## src/rtl/llrd_chain.sv

```systemverilog
// llrd_chain: read-port engine of the link list manager.
// Takes a chain job, pulls pages from the free list one at a time and writes
// one link per page: each page points to its successor, and the last page
// points to stop_page. It then reports the head page and the chain length.
// Optional feature macro: LLRD_STATS_EN adds saturating page/chain counters.
module llrd_chain #(
  parameter int lpsz      = 8,
  parameter int lpdsz     = lpsz + 1,
  parameter int max_pages = 8,
  parameter int cntsz     = 4
) (
  input  logic                  clk,
  input  logic                  reset_n,
  input  logic                  job_srdy,
  output logic                  job_drdy,
  input  logic [cntsz-1:0]      job_len,
  output logic                  pgreq,
  input  logic                  pgack,
  input  logic                  lprq_srdy,
  output logic                  lprq_drdy,
  input  logic [lpsz-1:0]       lprq_page,
  output logic                  lnp_srdy,
  input  logic                  lnp_drdy,
  output logic [lpsz+lpdsz-1:0] lnp_pnp,
  output logic                  op_srdy,
  input  logic                  op_drdy,
  output logic [lpsz-1:0]       op_page,
  output logic [cntsz-1:0]      op_cnt
`ifdef LLRD_STATS_EN
  ,
  output logic [31:0]           stat_pages,
  output logic [31:0]           stat_chains
`endif
);

  typedef enum logic [2:0] {IDLE, REQ, FETCH, LINK, LAST, SEND} state_t;

  localparam logic [cntsz-1:0] ONE       = cntsz'(1);
  localparam logic [cntsz-1:0] MAX_LEN   = cntsz'(max_pages);
  localparam logic [lpdsz-1:0] STOP_LINK = {1'b1, {(lpdsz-1){1'b0}}};

  state_t                  state_reg, state_next;
  logic [cntsz-1:0]        len_reg, len_next;
  logic [cntsz-1:0]        rem_reg, rem_next;
  logic [lpsz-1:0]         head_reg, head_next;
  logic [lpsz-1:0]         prev_reg, prev_next;
  logic                    first_reg, first_next;
  logic                    job_drdy_reg, job_drdy_next;
  logic                    pgreq_reg, pgreq_next;
  logic                    lprq_drdy_reg, lprq_drdy_next;
  logic                    lnp_srdy_reg, lnp_srdy_next;
  logic [lpsz+lpdsz-1:0]   lnp_pnp_reg, lnp_pnp_next;
  logic                    op_srdy_reg, op_srdy_next;
  logic [lpsz-1:0]         op_page_reg, op_page_next;
  logic [cntsz-1:0]        op_cnt_reg, op_cnt_next;

  logic [cntsz-1:0]        len_clamp;
  logic [cntsz-1:0]        rem_dec;
  logic                    job_xfer, grant, fetch_xfer, lnp_xfer, op_xfer;

  // Handshakes use the registered ready/valid so a transfer is exactly what
  // the neighbour sees on the wires.
  assign job_xfer   = job_srdy & job_drdy_reg;
  assign grant      = pgack & pgreq_reg;
  assign fetch_xfer = lprq_srdy & lprq_drdy_reg;
  assign lnp_xfer   = lnp_drdy & lnp_srdy_reg;
  assign op_xfer    = op_drdy & op_srdy_reg;

  // A zero-length job still builds a one-page chain; oversize jobs are capped.
  assign len_clamp = (job_len == '0)     ? ONE :
                     (job_len > MAX_LEN) ? MAX_LEN : job_len;
  assign rem_dec   = rem_reg - ONE;

  assign job_drdy  = job_drdy_reg;
  assign pgreq     = pgreq_reg;
  assign lprq_drdy = lprq_drdy_reg;
  assign lnp_srdy  = lnp_srdy_reg;
  assign lnp_pnp   = lnp_pnp_reg;
  assign op_srdy   = op_srdy_reg;
  assign op_page   = op_page_reg;
  assign op_cnt    = op_cnt_reg;

  // State, datapath and registered outputs.
  always_ff @(posedge clk or negedge reset_n) begin
    if (!reset_n) begin
      state_reg     <= IDLE;
      len_reg       <= '0;
      rem_reg       <= '0;
      head_reg      <= '0;
      prev_reg      <= '0;
      first_reg     <= 1'b0;
      job_drdy_reg  <= 1'b0;
      pgreq_reg     <= 1'b0;
      lprq_drdy_reg <= 1'b0;
      lnp_srdy_reg  <= 1'b0;
      lnp_pnp_reg   <= '0;
      op_srdy_reg   <= 1'b0;
      op_page_reg   <= '0;
      op_cnt_reg    <= '0;
    end else begin
      state_reg     <= state_next;
      len_reg       <= len_next;
      rem_reg       <= rem_next;
      head_reg      <= head_next;
      prev_reg      <= prev_next;
      first_reg     <= first_next;
      job_drdy_reg  <= job_drdy_next;
      pgreq_reg     <= pgreq_next;
      lprq_drdy_reg <= lprq_drdy_next;
      lnp_srdy_reg  <= lnp_srdy_next;
      lnp_pnp_reg   <= lnp_pnp_next;
      op_srdy_reg   <= op_srdy_next;
      op_page_reg   <= op_page_next;
      op_cnt_reg    <= op_cnt_next;
    end
  end

  // Next-state and next-output decode; every output changes only on its own
  // handshake, so valid/data are held until accepted.
  always_comb begin
    state_next     = state_reg;
    len_next       = len_reg;
    rem_next       = rem_reg;
    head_next      = head_reg;
    prev_next      = prev_reg;
    first_next     = first_reg;
    job_drdy_next  = job_drdy_reg;
    pgreq_next     = pgreq_reg;
    lprq_drdy_next = lprq_drdy_reg;
    lnp_srdy_next  = lnp_srdy_reg;
    lnp_pnp_next   = lnp_pnp_reg;
    op_srdy_next   = op_srdy_reg;
    op_page_next   = op_page_reg;
    op_cnt_next    = op_cnt_reg;
    case (state_reg)
      IDLE: begin
        job_drdy_next = 1'b1;
        if (job_xfer) begin
          len_next      = len_clamp;
          rem_next      = len_clamp;
          first_next    = 1'b1;
          job_drdy_next = 1'b0;
          pgreq_next    = 1'b1;
          state_next    = REQ;
        end
      end
      REQ: begin
        if (grant) begin
          pgreq_next     = 1'b0;
          lprq_drdy_next = 1'b1;
          state_next     = FETCH;
        end
      end
      FETCH: begin
        if (fetch_xfer) begin
          rem_next       = rem_dec;
          lprq_drdy_next = 1'b0;
          prev_next      = lprq_page;
          if (first_reg) begin
            head_next  = lprq_page;
            first_next = 1'b0;
            if (rem_dec != '0) begin
              pgreq_next = 1'b1;
              state_next = REQ;
            end else begin
              lnp_srdy_next = 1'b1;
              lnp_pnp_next  = {lprq_page, STOP_LINK};
              state_next    = LAST;
            end
          end else begin
            lnp_srdy_next = 1'b1;
            lnp_pnp_next  = {prev_reg, lpdsz'(lprq_page)};
            state_next    = LINK;
          end
        end
      end
      LINK: begin
        if (lnp_xfer) begin
          if (rem_reg != '0) begin
            lnp_srdy_next = 1'b0;
            pgreq_next    = 1'b1;
            state_next    = REQ;
          end else begin
            lnp_pnp_next = {prev_reg, STOP_LINK};
            state_next   = LAST;
          end
        end
      end
      LAST: begin
        if (lnp_xfer) begin
          lnp_srdy_next = 1'b0;
          op_srdy_next  = 1'b1;
          op_page_next  = head_reg;
          op_cnt_next   = len_reg;
          state_next    = SEND;
        end
      end
      SEND: begin
        if (op_xfer) begin
          op_srdy_next  = 1'b0;
          job_drdy_next = 1'b1;
          state_next    = IDLE;
        end
      end
      default: begin
        state_next = IDLE;
      end
    endcase
  end

`ifdef LLRD_STATS_EN
  logic [31:0] stat_pages_reg;
  logic [31:0] stat_chains_reg;

  assign stat_pages  = stat_pages_reg;
  assign stat_chains = stat_chains_reg;

  // Saturating usage counters, cleared only by reset.
  always_ff @(posedge clk or negedge reset_n) begin
    if (!reset_n) begin
      stat_pages_reg  <= '0;
      stat_chains_reg <= '0;
    end else begin
      if (fetch_xfer && (state_reg == FETCH) && !(&stat_pages_reg))
        stat_pages_reg <= stat_pages_reg + 32'd1;
      if (op_xfer && !(&stat_chains_reg))
        stat_chains_reg <= stat_chains_reg + 32'd1;
    end
  end
`endif

endmodule

```

## config.mk

```make
export PLATFORM = sky130hd
export DESIGN_NAME = llrd_chain
export DESIGN_NICKNAME = d
export VERILOG_FILES = /design/src/rtl/llrd_chain.sv
export SDC_FILE = /design/constraint.sdc
export NUM_CORES = 1
export LEC_CHECK = 0
export CAP_MARGIN = 5
export CORE_UTILIZATION = 52
export CTS_CLUSTER_DIAMETER = 50
export DETAILED_ROUTE_END_ITERATION = 10
export PLACE_DENSITY = 0.79
export SYNTH_ARGS = -nofsm -noshare
export SYNTH_HDL_FRONTEND = slang
export SYNTH_SLANG_ARGS = --single-unit
```

## constraint.sdc

```tcl
create_clock -name clk -period 2.7 [get_ports clk]
set_clock_uncertainty 0.15 [all_clocks]
set_input_delay 0.405 -clock clk [delete_from_list [all_inputs] [get_ports clk]]
set_output_delay 0.405 -clock clk [all_outputs]
set_load 0.02 [all_outputs]
```

==> impl_metrics.json, run 1 <==
{
  "dp.final_hpwl_um": 4310,
  "start_kind": "register",
  "ant_nets": 0,
  "leakage_uw": 0.00168,
  "combPwrFrac": 0.444,
  "clkSinkCount": 62,
  "holdWs_ns": 0.323,
  "yosys_warnings": 0,
  "gp_congestion": 0.893,
  "drt_iter0_drc": 146,
  "gr-total-overflow": 0,
  "antenna_found_initial": 0,
  "grt_max_degree": 38,
  "synth_area_sq_mm": 0.00297,
  "multi_input_area_sq_mm": 0.00129,
  "grt.total_usage": 0.226,
  "pwr-share-seq": 0.371,
  "cts_root_buf": "clkbuf_8",
  "internal_power_uw": 2630,
  "die-area_sq_mm": 0.00602,
  "routed_wl_um": 6130,
  "cp_cell_sequence": "inv_1 -> ha_1 -> or2_4 -> o21ai_1 -> a31oi_2 -> a31oi_4 -> buf_12 -> mux2_2",
  "firstDrtPassIters": 4,
  "clk_latency_ns": 0.33,
  "ys_seq_area_frac": 0.522,
  "hold_violations": 0,
  "core_sq_mm": 0.00551,
  "worstSetupEndpointType": "register",
  "largest_reg_flops": 17,
  "critPathBufInv": 2,
  "place_area_sq_mm": 0.00361,
  "syn_avg_cell_area_sq_um": 11.3,
  "rsz0062_at_grt": "no",
  "slew_viol_final": 0,
  "ir_drop_uv": 497,
  "outcome": "completed",
  "layout_setup_ws_ns": 0.237,
  "h-tree-depth": 3,
  "synth_nets": 285,
  "fillerInstances": 410,
  "post_cts_buffers": 0,
  "hold_class": "register to register",
  "stdcell_area_sq_mm": 0.00380,
  "tns_ns": 0,
  "dr_total_vias": 2175,
  "postSynthCellCount": 263,
  "cts_buffer_depth": 2,
  "cp_max_fo": 17,
  "fin_crit_ns": 2.46,
  "swShare": 0.369,
  "slowest_delay_ns": 0.47,
  "crit_type": "register to register",
  "drive_gt1_frac": 0.223,
  "portBuffers": 52,
  "max_cap_viol_count": 0,
  "io_pins": 53,
  "relSlewSlack": 0.603,
  "grt_pass1_wl_um": 10400,
  "arrival_ns": 2.53,
  "power.density_mw_per_mm2": 1100,
  "pwr-share-clk": 0.185,
  "required_ns": 2.77,
  "vias_per_cell": 5.38,
  "cp_top_family": "compound AO/OA/AOI/OAI gates",
  "ys_ff_latch": 62,
  "cts_tree": "built",
  "cts_buffers": 9,
  "async_reset_ff_frac": 1.00,
  "fmax_mhz": 406,
  "die_x_um": 77.6,
  "synth_edf_count": 0,
  "n_antenna_cell": 0,
  "area_growth_pct": 28.0,
  "die_h_um": 77.6,
  "setup_viol": 0,
  "crit_slowest_cell": "dfrtp_1",
  "initial_core_util": 0.539,
  "dp_worst_setup_slack_ns": 0.229,
  "worst_slew_pin_slew_ns": 0.595,
  "wl_per_cell_um": 15.2,
  "drc": 0,
  "yosysUniqueCellTypes": 45,
  "finalNetCount": 349,
  "clkTransAtPathRegs_ns": 0.07,
  "period_share": 0.912,
  "rows": 27,
  "grt_pass1_vias": 2158,
  "ys.flop_type": "dfrtp_1",
  "regArea_sq_mm": 0.00155,
  "power.switching_uw": 1540
}
-- stage by stage --
stage | cells | total power, uW | util
6_report | 404 | 4170 | 0.691
5_1_grt | 404 | 4440 | 0.691
4_1_cts | 404 | 4190 | 0.691
3_5_place_dp | 387 | 3410 | 0.656
3_3_place_gp | 387 | 3350 | 0.656
2_1_floorplan | 263 | 2790 | -
-- routing by layer --
metal,global-route usage,vias up,wire length (um)
met5,0,-,0
met3,0.0353,10,229
met2,0.373,53,3090
met1,0.296,1075,2690
li1,-,1037,-
met4,0.0962,0,122
-- area by class of cell --
| class | count | share of cell area |
|---|---|---|
| timing repair buffer | 64 | 0.167 |
| tap | 72 | 0.0237 |
| multi-input combinational | 176 | 0.340 |
| clock buffer | 12 | 0.0355 |
| clock inverter | 4 | 0.0125 |
| inverter | 14 | 0.0138 |
| sequential | 62 | 0.408 |
-- placed cells by master, fill, tap and decap left out, drive strengths merged, types with 2 or more instances in the layout --
master and instances:
clkdlybuf4s50 51, a31oi 5, and2b 2, ha 3
a211oi 2, o211ai 2, buf 12, nor3b 2
mux2i 11, nand3 7, clkbuf 12, a22oi 2
a22o 2, o21ai 13, nor2b 3, nor3 3
a21oi 4, nand2b 2, mux2 37, clkinv 2
o21a 4, nor2 10, nand2 50, dfrtp 62
inv 14
-- final timing paths --
path / startpoint / endpoint / slack (ns) / cells after the start
min in group asynchronous: reset_n / op_page[5]$_DFFE_PN0P_ / 0.45 / 2
hold reg to reg: prev_reg[0]$_DFFE_PN0P_ / prev_reg[0]$_DFFE_PN0P_ / 0.32 / 2
max in group asynchronous: reset_n / rem_reg[1]$_DFFE_PN0P_ / 1.34 / 3
hold / removal: prev_reg[0]$_DFFE_PN0P_ / prev_reg[0]$_DFFE_PN0P_ / 0.32 / 2
setup reg to reg: rem_reg[0]$_DFFE_PN0P_ / lnp_pnp[13]$_DFFE_PN0P_ / 0.24 / 8
setup / recovery: rem_reg[0]$_DFFE_PN0P_ / lnp_pnp[13]$_DFFE_PN0P_ / 0.24 / 8
-- synthesized netlist by cell type (all sizes together) (2+ instances only) --
cell	count	area share
buf	6	0.018
dfrtp	62	0.52
o21ai	13	0.022
inv	14	0.018
clkbuf	5	0.0067
a31oi	5	0.018
nor2b	3	0.0072
o211ai	2	0.0051
a22o	2	0.0059
ha	3	0.013
nand3	7	0.016
mux2	37	0.14
and2b	2	0.0051
a21oi	4	0.0067
nor3	3	0.0051
nor2	10	0.013
nand2	50	0.063
o21a	4	0.010
a211oi	2	0.0051
nor3b	2	0.0084
nand2b	2	0.0042
a22oi	2	0.0051
mux2i	11	0.037
-- power by group through the flow --
stage	combinational (uW)	sequential (uW)	clock, uW
after CTS	1860	1550	781
after global routing	2010	1600	824
after floorplan	1140	1640	0
final	1850	1550	769
after detailed placement	1850	1560	0
after global placement	1800	1550	0
-- logic make-up after synthesis --
kind of cell | after synthesis | share of synthesized area
flip-flops | 62 | 0.522
multiplexers | 48 | 0.179
AO/OA/AOI/OAI | 38 | 0.0948
AND/OR/NAND/NOR | 87 | 0.149
buffers and inverters | 25 | 0.0425
adder cells (fa/ha/maj) | 3 | 0.0126
-- worst min-delay path, cell delays in order, from the launching register on --
cell and delay (ns):
dfrtp_1 0.34, nand2_1 0.05, nand2_1 0.05
-- timing repair --
| action | in CTS | in global routing |
|---|---|---|
| endpoints found under the hold margin | 25 | 0 |
| resized for setup | 0 | 0 |
| hold buffers | 1 | 0 |
No activity file was read; power rests on OpenSTA's default activity.
==> inputs of run 2 (changes only) <==
Settings changed: CORE_MARGIN from default to 8.
==> run 2 against run 1 <==
  * Power up 1.6%
  * Sequential power hardly changed
  * Die area is 39% higher
  * Register-to-register slack got worse by 0.07 ns
  * First-iteration DRC count decreased by 27%
  * Largest power group unchanged
==> impl_metrics.json, run 2 (synthesis gave the netlist of run 1 again) <==
{
  "n_antenna_cell": 0,
  "leakage_uw": 0.00170,
  "die_x_um": 91.6,
  "place_area_sq_mm": 0.00362,
  "cp_top_family": "compound AO/OA/AOI/OAI gates",
  "die_h_um": 91.6,
  "firstDrtPassIters": 4,
  "core_sq_mm": 0.00551,
  "routed_wl_um": 6550,
  "internal_power_uw": 2670,
  "power.switching_uw": 1570,
  "wl_per_cell_um": 16.2,
  "arrival_ns": 2.60,
  "ir_drop_uv": 537,
  "hold_class": "register to register",
  "critPathBufInv": 2,
  "gr-total-overflow": 0,
  "finalNetCount": 350,
  "cts_root_buf": "clkbuf_8",
  "relSlewSlack": 0.618,
  "combPwrFrac": 0.445,
  "max_cap_viol_count": 0,
  "pwr-share-clk": 0.193,
  "gp_congestion": 0.902,
  "layout_commonest_cell": "dfrtp_1",
  "fmax_mhz": 395,
  "slowest_delay_ns": 0.49,
  "antenna_found_initial": 0,
  "tns_ns": 0,
  "cts_resized": 0,
  "slew_viol_final": 0,
  "cp_cell_sequence": "inv_1 -> ha_1 -> or2_4 -> o21ai_1 -> a31oi_2 -> a31oi_4 -> buf_12 -> mux2_2",
  "stdcell_area_sq_mm": 0.00383,
  "required_ns": 2.77,
  "crit_type": "register to register",
  "hold_violations": 0,
  "cts_buffers": 9,
  "io_pins": 53,
  "grt_max_degree": 39,
  "start_kind": "register",
  "cts_tree": "built",
  "cts_buffer_depth": 2,
  "clkSinkCount": 62,
  "clkTransAtPathRegs_ns": 0.07,
  "grt_pass1_vias": 2279,
  "rows": 27,
  "setup_viol": 0,
  "h-tree-depth": 3,
  "drt_iter0_drc": 107,
  "drive_gt1_frac": 0.231,
  "ant_nets": 0,
  "vias_per_cell": 5.37,
  "swShare": 0.370,
  "portBuffers": 52,
  "initial_core_util": 0.539,
  "area_growth_pct": 28.8,
  "rsz0062_at_grt": "no",
  "multi_input_area_sq_mm": 0.00129,
  "drc": 0,
  "grt.total_usage": 0.163,
  "worst_slew_pin_slew_ns": 0.573,
  "worstSetupEndpointType": "register",
  "dp.final_hpwl_um": 4800,
  "clk_latency_ns": 0.34,
  "period_share": 0.938,
  "grt_pass1_wl_um": 10900,
  "largest_reg_flops": 17,
  "regArea_sq_mm": 0.00155,
  "cp_max_fo": 17,
  "outcome": "completed",
  "fin_crit_ns": 2.53,
  "power.density_mw_per_mm2": 1110,
  "crit_slowest_cell": "dfrtp_1",
  "most-common-layout-cells": "62 x dfrtp_1, 51 x clkdlybuf4s50_1, 50 x nand2_1",
  "die-area_sq_mm": 0.00839,
  "dr_total_vias": 2175,
  "fillerInstances": 397,
  "pwr-share-seq": 0.362
}
[run 2: cell types whose count changed in the layout (fill, tap and decap cells not counted)]
cell	delta
clkbuf_8	+1
clkinv_4	+1
inv_6	+1
clkinvlp_4	-1
clkbuf_1	-2
buf_4	+1
[run 2: path summary, 6_finish.rpt]
check	startpoint	to	slack, ns	cells after the start
worst max-delay path	rem_reg[0]$_DFFE_PN0P_	lnp_pnp[14]$_DFFE_PN0P_	0.17	8
worst min-delay path	prev_reg[7]$_DFFE_PN0P_	prev_reg[7]$_DFFE_PN0P_	0.32	2
worst max register to register	rem_reg[0]$_DFFE_PN0P_	lnp_pnp[14]$_DFFE_PN0P_	0.17	8
worst min register to register	prev_reg[7]$_DFFE_PN0P_	prev_reg[7]$_DFFE_PN0P_	0.32	2
max in group asynchronous	reset_n	lnp_pnp[14]$_DFFE_PN0P_	1.36	3
min in group asynchronous	reset_n	len_reg[3]$_DFFE_PN0P_	0.45	2
[run 2: worst reg2reg max path: cells and delay by family, from the launching register on]
family	cells	cell delay, ns
adder cells (fa/ha/maj)	1	0.26
AO/OA/AOI/OAI	3	0.62
AND/OR/NAND/NOR	1	0.26
flip-flops	1	0.49
buffers and inverters	2	0.29
multiplexers	1	0.36
[run 2: final cells by class]
type                            count  area share
Clock buffer                       11      0.0370
Multi-Input combinational cell    176       0.338
Inverter                           14      0.0137
Timing Repair Buffer               65       0.167
Tap cell                           72      0.0235
Sequential cell                    62       0.405
Clock inverter                      5      0.0150
[run 2: power by group through the flow]
stage	Sequential, uW	Clock [uW]	Combinational (uW)
finish	1530	817	1890
floorplan	1640	0	1140
CTS	1530	835	1900
detailed placement	1540	0	1890
global route	1580	868	2040
global placement	1530	0	1830
[run 2: routing by layer]
layer  GRT usage  vias to the layer above  wire, um
met3      0.0346                       13       304
met5           0                        -         0
met1       0.197                     1068      2850
met4       0.105                        0       171
li1            -                     1037         -
met2       0.258                       57      3220
[run 2: repair_timing]
action                                 CTS  global route
hold buffers                             1             0
buffers inserted                         0             0
endpoints found under the hold margin   24             0
[run 2: through the flow]
step / total power (uW) / hold slack [ns] / util / std cells / worst slack, ns
2_1_floorplan: 2790 / -0.0406 / - / 263 / 0.296
3_3_place_gp: 3370 / 0.281 / 0.657 / 388 / 0.275
3_5_place_dp: 3430 / 0.286 / 0.657 / 388 / 0.202
4_1_cts: 4270 / 0.326 / 0.695 / 405 / 0.161
5_1_grt: 4500 / 0.347 / 0.695 / 405 / 0.0263
6_report: 4230 / 0.323 / 0.695 / 405 / 0.169
==> inputs of run 3 (changes only) <==
Settings changed: CAP_MARGIN 5 to 10, CELL_PAD_IN_SITES_DETAIL_PLACEMENT from default to 0, CELL_PAD_IN_SITES_GLOBAL_PLACEMENT from default to 1, CORE_MARGIN 8 to 4, CORE_UTILIZATION 52 to 41, PLACE_DENSITY 0.79 to default, PLACE_DENSITY_LB_ADDON from default to 0.1.
==> run 3 against run 2 <==
  * Core utilization shrank 14 points
  * Wire length shrank 2.7%
  * Sequential share of layout area shrank 0.066 points
  * First-iteration DRC count shrank 47%
  * Non-clock buffer count shrank 1
  * Power shrank 0.79%
==> impl_metrics.json, run 3 (synthesis gave the netlist of run 1 again) <==
{
  "slew_viol_final": 0,
  "ant_nets": 0,
  "h-tree-depth": 3,
  "cp_cell_sequence": "inv_1 -> ha_1 -> or2_4 -> o21ai_1 -> a31oi_2 -> a31oi_4 -> buf_12 -> mux2_2",
  "post_cts_buffers": 0,
  "start_kind": "register",
  "leakage_uw": 0.00168,
  "power.switching_uw": 1570,
  "internal_power_uw": 2630,
  "startpoint": "rem_reg[0]$_DFFE_PN0P_",
  "cts_root_buf": "clkbuf_8",
  "max_cap_viol_count": 0,
  "hold_class": "primary input to asynchronous set/reset pin",
  "setup_viol": 0,
  "routed_wl_um": 6380,
  "grt_pass1_vias": 2181,
  "cts_buffer_depth": 2,
  "grt_pass1_wl_um": 10800,
  "drive_gt1_frac": 0.235,
  "finalNetCount": 349,
  "rr_startpoint": "rem_reg[0]$_DFFE_PN0P_",
  "combPwrFrac": 0.445,
  "wl_met3_um": 223,
  "layout_setup_ws_ns": 0.197,
  "required_ns": 2.77,
  "layout_commonest_cell": "dfrtp_1",
  "antenna_found_initial": 0,
  "regArea_sq_mm": 0.00155,
  "largest_reg_flops": 17,
  "crit_cells": 8,
  "cts_buffers": 9,
  "cp_max_fo": 17,
  "vias_per_cell": 4.98,
  "grt.total_usage": 0.162,
  "critPathBufInv": 2,
  "arrival_ns": 2.58,
  "gp_congestion": 0.839,
  "slowest_delay_ns": 0.49,
  "portBuffers": 52,
  "initial_core_util": 0.430,
  "clk_latency_ns": 0.33,
  "drc": 0,
  "outcome": "completed",
  "wl_per_cell_um": 14.9,
  "die_x_um": 93.1,
  "most-common-layout-cells": "62 x dfrtp_1, 51 x clkdlybuf4s50_1, 50 x nand2_1",
  "ff2ff_path_depth": 8,
  "dr_wl_met2_um": 2990,
  "fmax_mhz": 399,
  "hold_buffers": 0,
  "swShare": 0.373,
  "crit_slowest_cell": "dfrtp_1",
  "hold_violations": 0,
  "gr-total-overflow": 0,
  "top_layer_used": "met4",
  "crit_end": "lnp_pnp[16]$_DFFE_PN0P_",
  "drt_iter0_drc": 57,
  "clkSinkCount": 62,
  "worstSetupEndpointType": "register",
  "cts_tree": "built",
  "io_pins": 53,
  "n_antenna_cell": 0,
  "die-area_sq_mm": 0.00867,
  "grt_max_degree": 63,
  "clkTransAtPathRegs_ns": 0.07,
  "period_share": 0.927,
  "cp_top_family": "compound AO/OA/AOI/OAI gates",
  "dr_total_vias": 2133,
  "area_growth_pct": 29.0,
  "pwr-share-clk": 0.194,
  "r2r-end": "lnp_pnp[16]$_DFFE_PN0P_",
  "fin_crit_ns": 2.50,
  "rsz0062_at_grt": "no",
  "relSlewSlack": 0.441,
  "tns_ns": 0,
  "dp_worst_setup_slack_ns": 0.195,
  "rows": 30,
  "die_h_um": 93.1,
  "pwr-share-seq": 0.361,
  "worst_slew_pin_slew_ns": 0.839,
  "core_sq_mm": 0.00691,
  "drt-met1-wl_um": 3070,
  "fillerInstances": 642,
  "crit_type": "register to register",
  "r2r_slack_ns": 0.20,
  "power.density_mw_per_mm2": 1100,
  "multi_input_area_sq_mm": 0.00129,
  "ir_drop_uv": 409,
  "firstDrtPassIters": 4,
  "dp.final_hpwl_um": 4450,
  "cts_resized": 0
}
[run 3: area by class of cell]
type | instances | area share
flip-flops and latches | 62 | 0.405
multi-input cells | 176 | 0.337
repair buffers | 64 | 0.161
clock inverters | 7 | 0.0193
inverters | 14 | 0.0137
clock buffers | 9 | 0.0323
well taps | 96 | 0.0313
[run 3: how the worst min path moves through the flow]
stage                                  startpoint                      end  slack (ns)  depth (start not counted)
final                                     reset_n     job_drdy$_DFFE_PN0P_        0.05                          2
after global routing                      reset_n     job_drdy$_DFFE_PN0P_        0.16                          2
after CTS                                 reset_n     job_drdy$_DFFE_PN0P_        0.12                          2
after detailed placement  prev_reg[7]$_DFFE_PN0P_  prev_reg[7]$_DFFE_PN0P_        0.31                          2
after global placement    prev_reg[3]$_DFFE_PN0P_  prev_reg[3]$_DFFE_PN0P_        0.30                          2
after floorplan                           reset_n    first_reg$_DFFE_PN0P_       -0.04                          0
[run 3: per-stage QoR]
stage / std cells / hold slack [ns] / utilization / area [sq um] / power (uW)
6_report: 428 / 0.0532 / 0.555 / 3830 / 4200
4_1_cts: 428 / 0.117 / 0.555 / 3830 / 4260
2_1_floorplan: 263 / -0.0406 / - / 2970 / 2790
3_3_place_gp: 412 / 0.303 / 0.526 / 3630 / 3400
5_1_grt: 428 / 0.158 / 0.555 / 3830 / 4500
3_5_place_dp: 412 / 0.311 / 0.526 / 3630 / 3420
[run 3: layer usage]
layer | vias up | GRT usage
li1 | 1037 | -
met1 | 1050 | 0.222
met2 | 39 | 0.244
met3 | 7 | 0.0338
met4 | 0 | 0.0769
met5 | - | 0
[run 3: power by group through the flow]
stage | sequential, uW | combinational (uW) | clock (uW)
floorplan | 1640 | 1140 | 0
global placement | 1530 | 1880 | 0
detailed placement | 1540 | 1890 | 0
CTS | 1520 | 1890 | 843
global route | 1570 | 2050 | 881
finish | 1520 | 1870 | 815
